### config.mk
export PLATFORM = sky130hd
export DESIGN_NAME = tap_report_arbiter
export DESIGN_NICKNAME = d
export VERILOG_FILES = /design/src/rtl/tap_pkg.sv /design/src/rtl/rr_arbiter.sv /design/src/rtl/tap_report_arbiter.sv
export SDC_FILE = /design/constraint.sdc
export NUM_CORES = 1
export LEC_CHECK = 0
export CAP_MARGIN = 10
export CORE_AREA = 3 3 110 133
export DETAILED_ROUTE_END_ITERATION = 8
export DIE_AREA = 0 0 113 136
export DONT_BUFFER_PORTS = 1
export GPL_TIMING_DRIVEN = 0
export MAX_ROUTING_LAYER = met4
export SYNTH_ARGS = -nofsm -noshare
export SYNTH_HDL_FRONTEND = slang
export SYNTH_SLANG_ARGS = --single-unit
export TNS_END_PERCENT = 20
### constraint.sdc
create_clock -name clk -period 4.6 [get_ports clk]
set_clock_uncertainty 0.1 [all_clocks]
set_input_delay 0.92 -clock clk [delete_from_list [all_inputs] [get_ports clk]]
set_output_delay 0.92 -clock clk [all_outputs]
set_load 0.02 [all_outputs]
### src/rtl/tap_pkg.sv
// Shared types for the TAP result-channel arbiter: controller states and the
// message id carried by the closing summary record.
package tap_pkg;

    typedef enum logic [1:0] {
        ST_IDLE,
        ST_EMIT,
        ST_SUMMARY,
        ST_DONE
    } state_t;

    localparam int SUMMARY_MSG_ID = 0;

endpackage

### src/rtl/rr_arbiter.sv
// Combinational round-robin pick: first requester after last_grant wins.
// The pointer register lives in the parent so it only moves on real transfers.
module rr_arbiter #(
    parameter int NUM_REQ = 4,
    parameter int IDX_W   = $clog2(NUM_REQ)
) (
    input  logic [NUM_REQ-1:0] req,
    input  logic [IDX_W-1:0]   last_grant,
    input  logic               en,
    output logic [NUM_REQ-1:0] grant,
    output logic [IDX_W-1:0]   grant_idx
);

    logic             found;
    logic [IDX_W-1:0] cand;

    always_comb begin
        grant     = '0;
        grant_idx = '0;
        found     = 1'b0;
        cand      = '0;
        for (int off = 1; off <= NUM_REQ; off++) begin
            cand = IDX_W'((int'(last_grant) + off) % NUM_REQ);
            if (en && !found && req[cand]) begin
                found       = 1'b1;
                grant[cand] = 1'b1;
                grant_idx   = cand;
            end
        end
    end

endmodule

### src/rtl/tap_report_arbiter.sv
// Shares one TAP result channel between NUM_REQ requesters: numbers results,
// keeps pass/fail totals and closes the run with a single summary record.
module tap_report_arbiter
    import tap_pkg::*;
#(
    parameter int NUM_REQ = 4,
    parameter int MSG_W   = 8,
    parameter int CNT_W   = 16
) (
    input  logic                       clk,
    input  logic                       rst_n,
    input  logic [NUM_REQ-1:0]         req_valid,
    input  logic [NUM_REQ-1:0]         req_pass,
    input  logic [NUM_REQ*MSG_W-1:0]   req_msg_id,
    output logic [NUM_REQ-1:0]         req_ready,
    input  logic                       finish_req,
    output logic                       out_valid,
    input  logic                       out_ready,
    output logic [CNT_W-1:0]           out_idx,
    output logic                       out_pass,
    output logic [MSG_W-1:0]           out_msg_id,
    output logic [$clog2(NUM_REQ)-1:0] out_src,
    output logic                       out_last,
    output logic [CNT_W-1:0]           pass_cnt,
    output logic [CNT_W-1:0]           fail_cnt,
    output logic                       overflow,
    output logic                       done
);

    localparam int               SRC_W   = $clog2(NUM_REQ);
    localparam logic [CNT_W-1:0] CNT_MAX = '1;

    state_t             state;
    logic [SRC_W-1:0]   last_grant;
    logic [SRC_W-1:0]   win_idx;
    logic [NUM_REQ-1:0] win;
    logic               fin_flag;
    logic [CNT_W-1:0]   idx_cnt;
    logic               sel_pass;
    logic [MSG_W-1:0]   sel_msg;

    function automatic logic [CNT_W-1:0] sat_inc(input logic [CNT_W-1:0] v);
        return (v == CNT_MAX) ? v : v + CNT_W'(1);
    endfunction

    rr_arbiter #(.NUM_REQ(NUM_REQ), .IDX_W(SRC_W)) u_rr (
        .req        (req_valid),
        .last_grant (last_grant),
        .en         (state == ST_IDLE),
        .grant      (win),
        .grant_idx  (win_idx)
    );

    // Grant is only ever raised on a valid line, so any grant is a transfer.
    assign req_ready = win;
    assign sel_pass  = |(win & req_pass);

    always_comb begin
        sel_msg = '0;
        for (int i = 0; i < NUM_REQ; i++) begin
            if (win[i]) sel_msg = req_msg_id[i*MSG_W +: MSG_W];
        end
    end

    always_ff @(posedge clk or negedge rst_n) begin
        if (!rst_n) begin
            state      <= ST_IDLE;
            last_grant <= SRC_W'(NUM_REQ - 1);
            fin_flag   <= 1'b0;
            idx_cnt    <= '0;
            pass_cnt   <= '0;
            fail_cnt   <= '0;
            overflow   <= 1'b0;
            done       <= 1'b0;
            out_valid  <= 1'b0;
            out_idx    <= '0;
            out_pass   <= 1'b0;
            out_msg_id <= '0;
            out_src    <= '0;
            out_last   <= 1'b0;
        end else begin
            if (finish_req && state != ST_DONE) fin_flag <= 1'b1;
            case (state)
                ST_IDLE: begin
                    if (|win) begin
                        out_valid  <= 1'b1;
                        out_idx    <= sat_inc(idx_cnt);
                        out_pass   <= sel_pass;
                        out_msg_id <= sel_msg;
                        out_src    <= win_idx;
                        out_last   <= 1'b0;
                        last_grant <= win_idx;
                        state      <= ST_EMIT;
                    end else if (fin_flag) begin
                        out_valid  <= 1'b1;
                        out_idx    <= idx_cnt;
                        out_pass   <= (fail_cnt == '0);
                        out_msg_id <= MSG_W'(SUMMARY_MSG_ID);
                        out_src    <= '0;
                        out_last   <= 1'b1;
                        state      <= ST_SUMMARY;
                    end
                end
                ST_EMIT: begin
                    if (out_ready) begin
                        out_valid <= 1'b0;
                        idx_cnt   <= sat_inc(idx_cnt);
                        // pass/fail totals never exceed the index, so it alone flags saturation
                        if (idx_cnt == CNT_MAX) overflow <= 1'b1;
                        if (out_pass) pass_cnt <= sat_inc(pass_cnt);
                        else          fail_cnt <= sat_inc(fail_cnt);
                        state     <= ST_IDLE;
                    end
                end
                ST_SUMMARY: begin
                    if (out_ready) begin
                        out_valid <= 1'b0;
                        out_last  <= 1'b0;
                        done      <= 1'b1;
                        state     <= ST_DONE;
                    end
                end
                ST_DONE: ;
                default: state <= ST_IDLE;
            endcase
        end
    end

endmodule

* After elaboration in Yosys (flattened, before gate mapping)
Cells that the tools add are included.
** Storage, ports and cells
- Bits in registers :: 84
- Output and inout bits :: 67
- Word-level logic and storage cells :: 131
** Operators by class
- Add/sub/neg operators :: 7
- Magnitude comparators :: 8
- Equality and inequality tests :: 10
- Multiplexer cells :: 51
- Bitwise gates (word level) :: 7
- Reduce and logical (&&, ||, !) cells :: 34
** Operators by type and width (count)
- adder 16 x 1 -> 16 bit (second input constant) :: 3
- equality test 16 bit (second input constant) :: 3
- 2-to-1 mux 16 bit :: 3
- 2-to-1 mux 8 bit :: 6
- 2-to-1 mux 2 bit :: 10
- 2-to-1 mux 1 bit :: 17
- logical NOT 16 bit :: 1
- 2-to-1 mux 4 bit :: 4
- logical AND 1 bit :: 12
- less-than comparator 2 x 3 -> 1 bit (second input constant) :: 4
- bitwise OR 4 bit :: 3
- AND reduction 4 bit :: 3
- AND reduction 3 bit :: 3
- binary-select mux 1 bit (select 2 bit) :: 4
- demux 1 bit (select 2 bit) :: 4
- greater-or-equal comparator 2 x 1 -> 1 bit (second input constant) :: 4
- AND reduction 2 bit :: 4
- OR reduction 4 bit :: 2
- != test 2 bit (second input constant) :: 3
- case mux 2 bit (3 select lines) :: 1
- nonzero test 2 bit :: 3
- adder 2 x 1 -> 2 bit (second input constant) :: 2
- adder 2 bit (second input constant) :: 2
- AND 4 bit :: 1
- other kinds (10) :: 15

* Longest topological paths before layout
Gate-level depths: netlist of run 1.
- Depth after elaboration :: 22
- Gate-level depth with buffers :: 14
- Depth with buffers taken out :: 10

* Cells and area by module
Synthesis of run 1 repeated with hierarchy kept, for this count alone.
** Second synthesis, totals
- Cells, all modules :: 496
- Area total of the unflattened synthesis :: 4849.7 µm²
** Modules (own cells, without submodules)
- tap_report_arbiter :: instances 1, cells each 448, area each 4403.0 µm², sequential area each 2104.5 µm²
- rr_arbiter :: instances 1, cells each 48, area each 446.7 µm², sequential area each 0.0 µm²

* Least setup slack after synthesis of run 1
OpenSTA, ideal clock, no wires.
- Path type :: input to register
- Start :: input port req_valid[3]
- End :: register state[1]
- Setup time :: 0.125 ns
- Arrival :: 3.572 ns
- Data required time :: 4.375 ns
- Setup slack :: 0.803 ns
- Stages on the path :: 10
- Buffers on the path :: 2
- Cell sequence :: mux4_2 > nor2b_1 > and3b_1 > buf_4 > a221oi_4 > inv_2 > or4_1 > buf_2 > o221a_1 > mux2_4
** On the way
- Longest elaborated chain between the ends :: 19
- Elaborated cells on any way between the ends :: 33
- Those cells by class :: eq/ne (1); mux (17); bitwise (3); reduce/logical (12)
** RTL lines
- from (decl) :: line tap_report_arbiter.sv:12 : input logic [NUM_REQ-1:0] req_valid,
- binary-select mux 1 bit (select 2 bit) :: line rr_arbiter.sv:24 : if (en && !found && req[cand]) begin
- 2-to-1 mux 1 bit (implied by the code) :: line rr_arbiter.sv:24
- logical AND 1 bit :: line rr_arbiter.sv:24
- 2-to-1 mux 1 bit :: line rr_arbiter.sv:24
- logical NOT 1 bit :: line rr_arbiter.sv:24
- logical AND 1 bit (2 in series) :: line rr_arbiter.sv:24
- 2-to-1 mux 1 bit :: line rr_arbiter.sv:24
- logical NOT 1 bit :: line rr_arbiter.sv:24
- logical AND 1 bit (2 in series) :: line rr_arbiter.sv:24
- 2-to-1 mux 1 bit :: line rr_arbiter.sv:24
- logical NOT 1 bit :: line rr_arbiter.sv:24
- logical AND 1 bit (2 in series) :: line rr_arbiter.sv:24
- 2-to-1 mux 4 bit * :: line rr_arbiter.sv:24
- OR reduction 4 bit * :: line tap_report_arbiter.sv:85 : if (|win) begin
- != test 3 bit (no source line) / 2-to-1 mux 2 bit (equally long branches)
- AND reduction 4 bit (no source line) / case mux 2 bit (3 select lines) (equally long branches)
- to (signal assigned) :: line tap_report_arbiter.sv:93 : state <= ST_EMIT;
- to (signal assigned) :: line tap_report_arbiter.sv:101 : state <= ST_SUMMARY;
- to (signal assigned) :: line tap_report_arbiter.sv:112 : state <= ST_IDLE;
- to (decl) :: line tap_report_arbiter.sv:33 : state_t state;
Every way passes the cells marked *; elsewhere a longest branch is shown, timed or not. The select of a mux whose other input is x is not followed.
A chain may end at the register's enable or synchronous reset.

* Worst setup path in the final report of run 1
- Start :: register last_grant[0]
- End :: output port req_ready[1]
** On the way
- Longest elaborated chain between the ends :: 17
- Elaborated cells on any way between the ends :: 52
- Those cells by class :: add/sub (4); order compare (8); mux (23); bitwise (3); reduce/logical (14)
** RTL lines
- from (decl) :: line tap_report_arbiter.sv:34 : logic [SRC_W-1:0] last_grant;
- from (signal assigned) :: line tap_report_arbiter.sv:68 : last_grant <= SRC_W'(NUM_REQ - 1);
- from (signal assigned) :: line tap_report_arbiter.sv:92 : last_grant <= win_idx;
- parallel branches: the longest is 16 deep, another holds less-than comparator 2 x 3 -> 1 bit
- 2-to-1 mux 4 bit * :: line rr_arbiter.sv:24
- to (decl) :: line tap_report_arbiter.sv:15 : output logic [NUM_REQ-1:0] req_ready,
Every way passes the cells marked *. The select of a mux whose other input is x is not followed.

==> results of run 1 <==
[metal layers]
layer  global-route usage, %  wire, um  vias to the layer above
met3                    4.14       655                        7
met1                    19.3      5160                     1849
met2                    26.8      6100                       83
met4                    5.81       102                        0
met5                       -         0                        -
li1                        -         -                     1749
[layout make-up]
| type | count | area, um2 | area share (%) |
|---|---|---|---|
| Sequential cell | 84 | 2100 | 40.6 |
| Inverter | 18 | 67.6 | 1.30 |
| Clock buffer | 9 | 225 | 4.34 |
| Buffer | 20 | 100 | 1.93 |
| Tap cell | 168 | 210 | 4.05 |
| Clock inverter | 7 | 50.0 | 0.965 |
| Multi-Input combinational cell | 350 | 2430 | 46.8 |
[flip-flops by register name, indices dropped and copies added, names as in the netlist]
signal and flops:
fail_cnt 16, idx_cnt 16, out_idx 16, pass_cnt 16, out_msg_id 8, last_grant 2, out_src 2, state 2
done 1, fin_flag 1, out_last 1, out_pass 1, out_valid 1, overflow 1
[synthesized netlist by cell type (3+ instances only)]
cell type,n
o21ai_0,29
a21o_1,3
nand4_1,13
a21oi_1,5
and3_1,9
o21a_1,3
mux2_2,6
nand3b_1,5
xnor2_1,23
dfrtp_1,82
a221o_1,10
mux2i_1,6
nor3_1,7
clkbuf_1,15
nand2b_1,4
nor2_1,38
mux4_2,4
a31oi_1,18
inv_2,3
xor2_1,18
inv_1,15
ha_1,15
nand3_1,29
nand2_1,48
or3_1,8
a21boi_0,4
nor2b_1,3
and4_1,4
nor4_1,5
[layout by cell type, fill, tap and decap left out, types with 3 or more instances in the layout]
cell / n
a21o_1: 3
clkbuf_1: 12
o21a_1: 3
inv_2: 3
nand3b_1: 5
nand3_1: 29
nand4_1: 13
nor2b_1: 3
nand2b_1: 4
nor4_1: 5
a21boi_0: 4
inv_1: 15
clkbuf_2: 4
or3_1: 8
clkinvlp_4: 3
dfrtp_1: 82
a221o_1: 10
nor2_1: 38
a21oi_1: 5
xnor2_1: 23
clkbuf_16: 9
xor2_1: 18
nand2_1: 48
a31oi_1: 18
mux4_2: 4
mux2i_1: 6
a221oi_4: 3
mux2_2: 6
nor3_1: 7
and3_1: 9
o21ai_0: 29
and4_1: 4
ha_1: 15
[repair_timing]
item / in CTS / in global routing
gates cloned: 0 / 0
endpoints found under the setup margin: 8 / 12
pin swaps: 0 / 1
resized for setup: 2 / 7
[path summary, 6_finish.rpt]
check / startpoint / end / slack, ns
worst max-delay path: last_grant[0] / req_ready[1] / 0.24
worst min-delay path: rst_n / out_idx[0] / 0.17
worst max register to register: last_grant[0] / out_pass / 0.29
worst min register to register: fin_flag / fin_flag / 0.36
max in group asynchronous: rst_n / last_grant[1] / 4.03
min in group clk: fin_flag / fin_flag / 0.36
[logic make-up (layout without fill, tap and decap cells)]
logic type / count (synthesis) / in the layout
AOI/OAI and AO/OA: 98 / 98
xor gates and xnor gates: 41 / 41
adders and majority gates: 15 / 15
buffers and inverters: 38 / 54
DFF: 84 / 84
muxes: 17 / 17
and+or+nand+nor: 179 / 179
[power by group through the flow]
stage / registers [W] / clock network (W) / logic, W
3_3_place_gp: 0.00128 / 0 / 0.00137
5_1_grt: 0.00129 / 0.000732 / 0.00160
2_1_floorplan: 0.00122 / 0 / 0.00106
4_1_cts: 0.00127 / 0.000706 / 0.00143
3_5_place_dp: 0.00128 / 0 / 0.00140
6_report: 0.00127 / 0.000686 / 0.00144
[worst max-delay path, stage by stage (launching register included)]
cell and delay [ns]:
dfstp_2 0.57, buf_6 0.15, inv_1 0.10, ha_1 0.40, mux4_2 0.28, clkbuf_1 0.30
nand3b_1 0.16, a21boi_0 0.13, a221oi_4 0.44, inv_2 0.17, clkbuf_2 0.29
[per-stage QoR]
step	cell area (um2)	power (W)
2_1_floorplan	4660	0.00228
3_3_place_gp	4870	0.00265
3_5_place_dp	4870	0.00269
4_1_cts	5160	0.00341
5_1_grt	5180	0.00362
6_report	5180	0.00339
==> results.cfg, run 1 <==
[routing]
first_iter_violations = 201
totalWireLength_um = 12000
ant_nets = 0
via_per_inst = 5.62
wl_per_cell_um = 18.3
remaining_drc_errors = 0
via_count = 3688
dr.pass1.iters = 4

[layout]
syn_to_final_growth_pct = 11.2
diodes = 0
finalNonFillerCells = 656
fin_util_pct = 38.8
nets = 542
fill_cells = 1343
drive_above_1_share_pct = 9.63

[logic_synthesis]
synthArstFlopShare_pct = 100
synth_xor_area_share_pct = 7.70
synth_top_family_by_area = simple AND/OR/NAND/NOR gates
syn_avg_cell_area_um2 = 9.88
yosys-top-cells-area = dfrtp_1, xnor2_1, ha_1, nand2_1, xor2_1
netlist_area_um2 = 4660
ys_warn_count = 0
ys_seq_elements = 84
synth-compound-area-share_pct = 15.6
synth_cells = 472
synth-simple-area-share_pct = 19.1
synth_edf_count = 0
ys_types = 59
synth_top_area_cell = dfrtp_1
synth.net_count = 531
synth_top_area_share_pct = 44.0
synth-seq-area-share_pct = 45.1
synthAdderAreaFrac_pct = 4.02
muxShareOfSynthArea_pct = 4.99
ys.flop_type = dfrtp_1

[timing]
fmaxAchievable_mhz = 229
hold_viol = 0
whs_ns = 0.170
tightestPinTransition_ns = 0.820
relSlewSlack_pct = 45.0
min_period_ns = 4.36
finalCritPeriodShare_pct = 94.7
fin_ws_ns = 0.242
rsz0062_at_grt = no
finalSetupTns_ns = 0
final_max_slew_viol_count = 0
setup_viol = 0

[pwr]
switchingPower_w = 0.00154
p_comb_share_pct = 42.5
p_seq_share_pct = 37.3
power_density_nw_per_um2 = 655
intPower_w = 0.00185
p_leak_nw = 2.15
clockPowerShare_pct = 20.2
peakVddDrop_mv = 0.246
swShare_pct = 45.4

[placed_design]
gp_congestion = 0.854
port_buffers = 0
dp_cells = 640
hpwl_um = 8750
place_ws_ns = -0.274

[run_status]
status = completed

[clock_tree]
cts_tree = yes
cts_buffers = 9
holdBufCountCts = 0
clkSinkCount = 84
path_clk_slew_ns = 0.07
cts_setup_buffers = 0
clockBufferDepth = 2
clk_latency_ns = 0.34
htreeDepth = 3
cts_root_buf = clkbuf_16

[floorplan]
core_um2 = 13400
die_w_um = 113
initial_core_util_pct = 34.9
fp.dieH_um = 136
io_pins = 111
rows = 46
fp.dieArea_um2 = 15400

[global_routing]
grt_pass1_vias = 3706
grt_pass1_wl_um = 19400
grtUsageTotal_pct = 16.3
antenna_found_initial = 0
overflow = 0
grt_max_degree = 85

[hold_path]
min_path_type = in2async

[setup_path]
required_ns = 3.58
path_class = reg2out
critPathArrivalTime_ns = 3.34
start_kind = flop
cp_max_fo = 10
cp-end-kind = output port
r2r_cells = 13

[flow_run]
max_cap_violations = 0
No activity file was read; power rests on OpenSTA's default activity.
==> run 2: changes to the inputs <==
Settings changed: CTS_CLUSTER_DIAMETER set to 100, SKIP_LAST_GASP set to 1.
Clock period 4.6 ns to 3.7 ns, I/O delays scaled along.
==> results.cfg, run 2 (synthesized netlist as in run 1, its figures left out) <==
[run_status]
status = completed

[routing]
remaining_drc_errors = 0
first_iter_violations = 183
ant_nets = 0
totalWireLength_um = 12200
wl_per_cell_um = 18.3
via_per_inst = 5.61
via_count = 3746
dr.pass1.iters = 4

[timing]
fmaxAchievable_mhz = 272
hold_viol = 0
relSlewSlack_pct = 41.9
final_max_slew_viol_count = 0
finalCritPeriodShare_pct = 99.3
min_period_ns = 3.67
tightestPinTransition_ns = 0.866
setup_viol = 0
rsz0062_at_grt = yes

[placed_design]
gp_congestion = 0.830
hpwl_um = 8650
port_buffers = 0
dp_cells = 640
dpl_cell_area_um2 = 4890

[clock_tree]
clockBufferDepth = 2
clkSinkCount = 84
cts_tree = yes
cts_root_buf = clkbuf_16
path_clk_slew_ns = 0.07
clk_latency_ns = 0.34
htreeDepth = 3
cts_buffers = 9

[floorplan]
initial_core_util_pct = 34.9
fp.dieH_um = 136
core_um2 = 13400
io_pins = 111
rows = 46
fp.dieArea_um2 = 15400
die_w_um = 113

[setup_path]
cp-end-kind = flop
r2r_cells = 13
max_stage_delay_ns = 0.54
path_class = reg2reg
required_ns = 3.82
start_kind = flop
timing.rr.start = last_grant[0]
path_cells = buf_6 -> inv_2 -> ha_4 -> mux4_2 -> nor2b_1 -> and2_4 -> buf_6 -> a221oi_4 -> inv_4 -> or4_4 -> buf_4 -> o221a_4 -> mux2_4
cp_common_cell = buf_6
critPathArrivalTime_ns = 3.79
cp_slowest_cell = dfstp_2
r2r-end = state[1]
rrSetupSlack_ns = 0.03
cp_max_fo = 6

[pwr]
p_leak_nw = 2.28
power_density_nw_per_um2 = 855
peakVddDrop_mv = 0.593

[layout]
diodes = 0
nets = 554
final_area_um2 = 5440
finalNonFillerCells = 668
fin_util_pct = 40.8
syn_to_final_growth_pct = 16.7
drive_above_1_share_pct = 14.0
final_cell_mix = dfrtp_1, nand2_1, nor2_1
final_common_cell = dfrtp_1

[global_routing]
overflow = 0
grt_pass1_wl_um = 19300
grt_pass1_vias = 3796
antenna_found_initial = 0
grt_max_degree = 83
grtUsageTotal_pct = 16.1

[hold_path]
min_path_type = in2async

[flow_run]
max_cap_violations = 0
[run 2: cell count changes in the layout (fill, tap and decap cells not counted), sizes merged]
cell      before  now
clkbuf        25   21
bufinv         0    3
clkinvlp       3    0
buf            4   21
inv           20   19
[run 2: area by class of cell]
cell class,count,area [um2]
inverters,18,75.1
clock buffers,10,239
fillers,1305,7910
multi-input cells,350,2460
plain buffers,19,115
repair buffers,13,118
well taps,168,210
clock inverters,6,119
flip-flops and latches,84,2100
[run 2: report_power, final]
| group | internal (W) | switching, W |
|---|---|---|
| Combinational | 0.000841 | 0.00118 |
| Sequential | 0.00115 | 0.000404 |
| Clock | 0.000687 | 0.000391 |
| Total | 0.00267 | 0.00198 |
[run 2: worst max path at each step]
stage | depth (start not counted) | slack [ns] | start | end
after floorplan | 13 | 0.002 | last_grant[0] | state[1]
after global placement | 13 | -0.86 | last_grant[0] | out_pass
after detailed placement | 12 | -0.85 | last_grant[1] | out_pass
after CTS | 13 | 0.002 | last_grant[0] | state[1]
after global routing | 13 | -0.07 | last_grant[0] | state[1]
final | 13 | 0.03 | last_grant[0] | state[1]
[run 2: timing repair]
action                                  4_1_cts  5_1_grt
endpoints found under the setup margin       35       28
endpoints found under the hold margin        82        0
hold buffers                                  1        0
pin swaps                                     3        3
gates resized for setup                      14       16
buffers inserted                             11        1
[run 2: critical path: cells and delay by family (launching register included)]
family | cells | cell delay (ns)
mux | 2 | 0.59
fa+ha+maj | 1 | 0.30
compound gates | 2 | 0.59
flops | 1 | 0.54
simple gates | 3 | 0.85
buf+inv | 5 | 0.57
[run 2: stage by stage]
stage	total power [W]	setup TNS (ns)	setup WS [ns]	hold WS, ns
2_1_floorplan	0.00285	0	0.00176	0.328
3_3_place_gp	0.00331	-14.91	-0.863	0.346
3_5_place_dp	0.00335	-17.05	-0.854	0.346
4_1_cts	0.00462	0	0.00188	0.133
5_1_grt	0.00495	-0.191	-0.0720	0.126
6_report	0.00465	0	0.0277	0.141
[run 2: per-layer routing]
layer	share of wire, %	vias to the layer above	track usage [%]
met1	41	1852	18.8
li1	-	1759	-
met2	50	122	26.6
met4	1.9	0	5.81
met3	7.0	13	4.41
met5	0	-	-
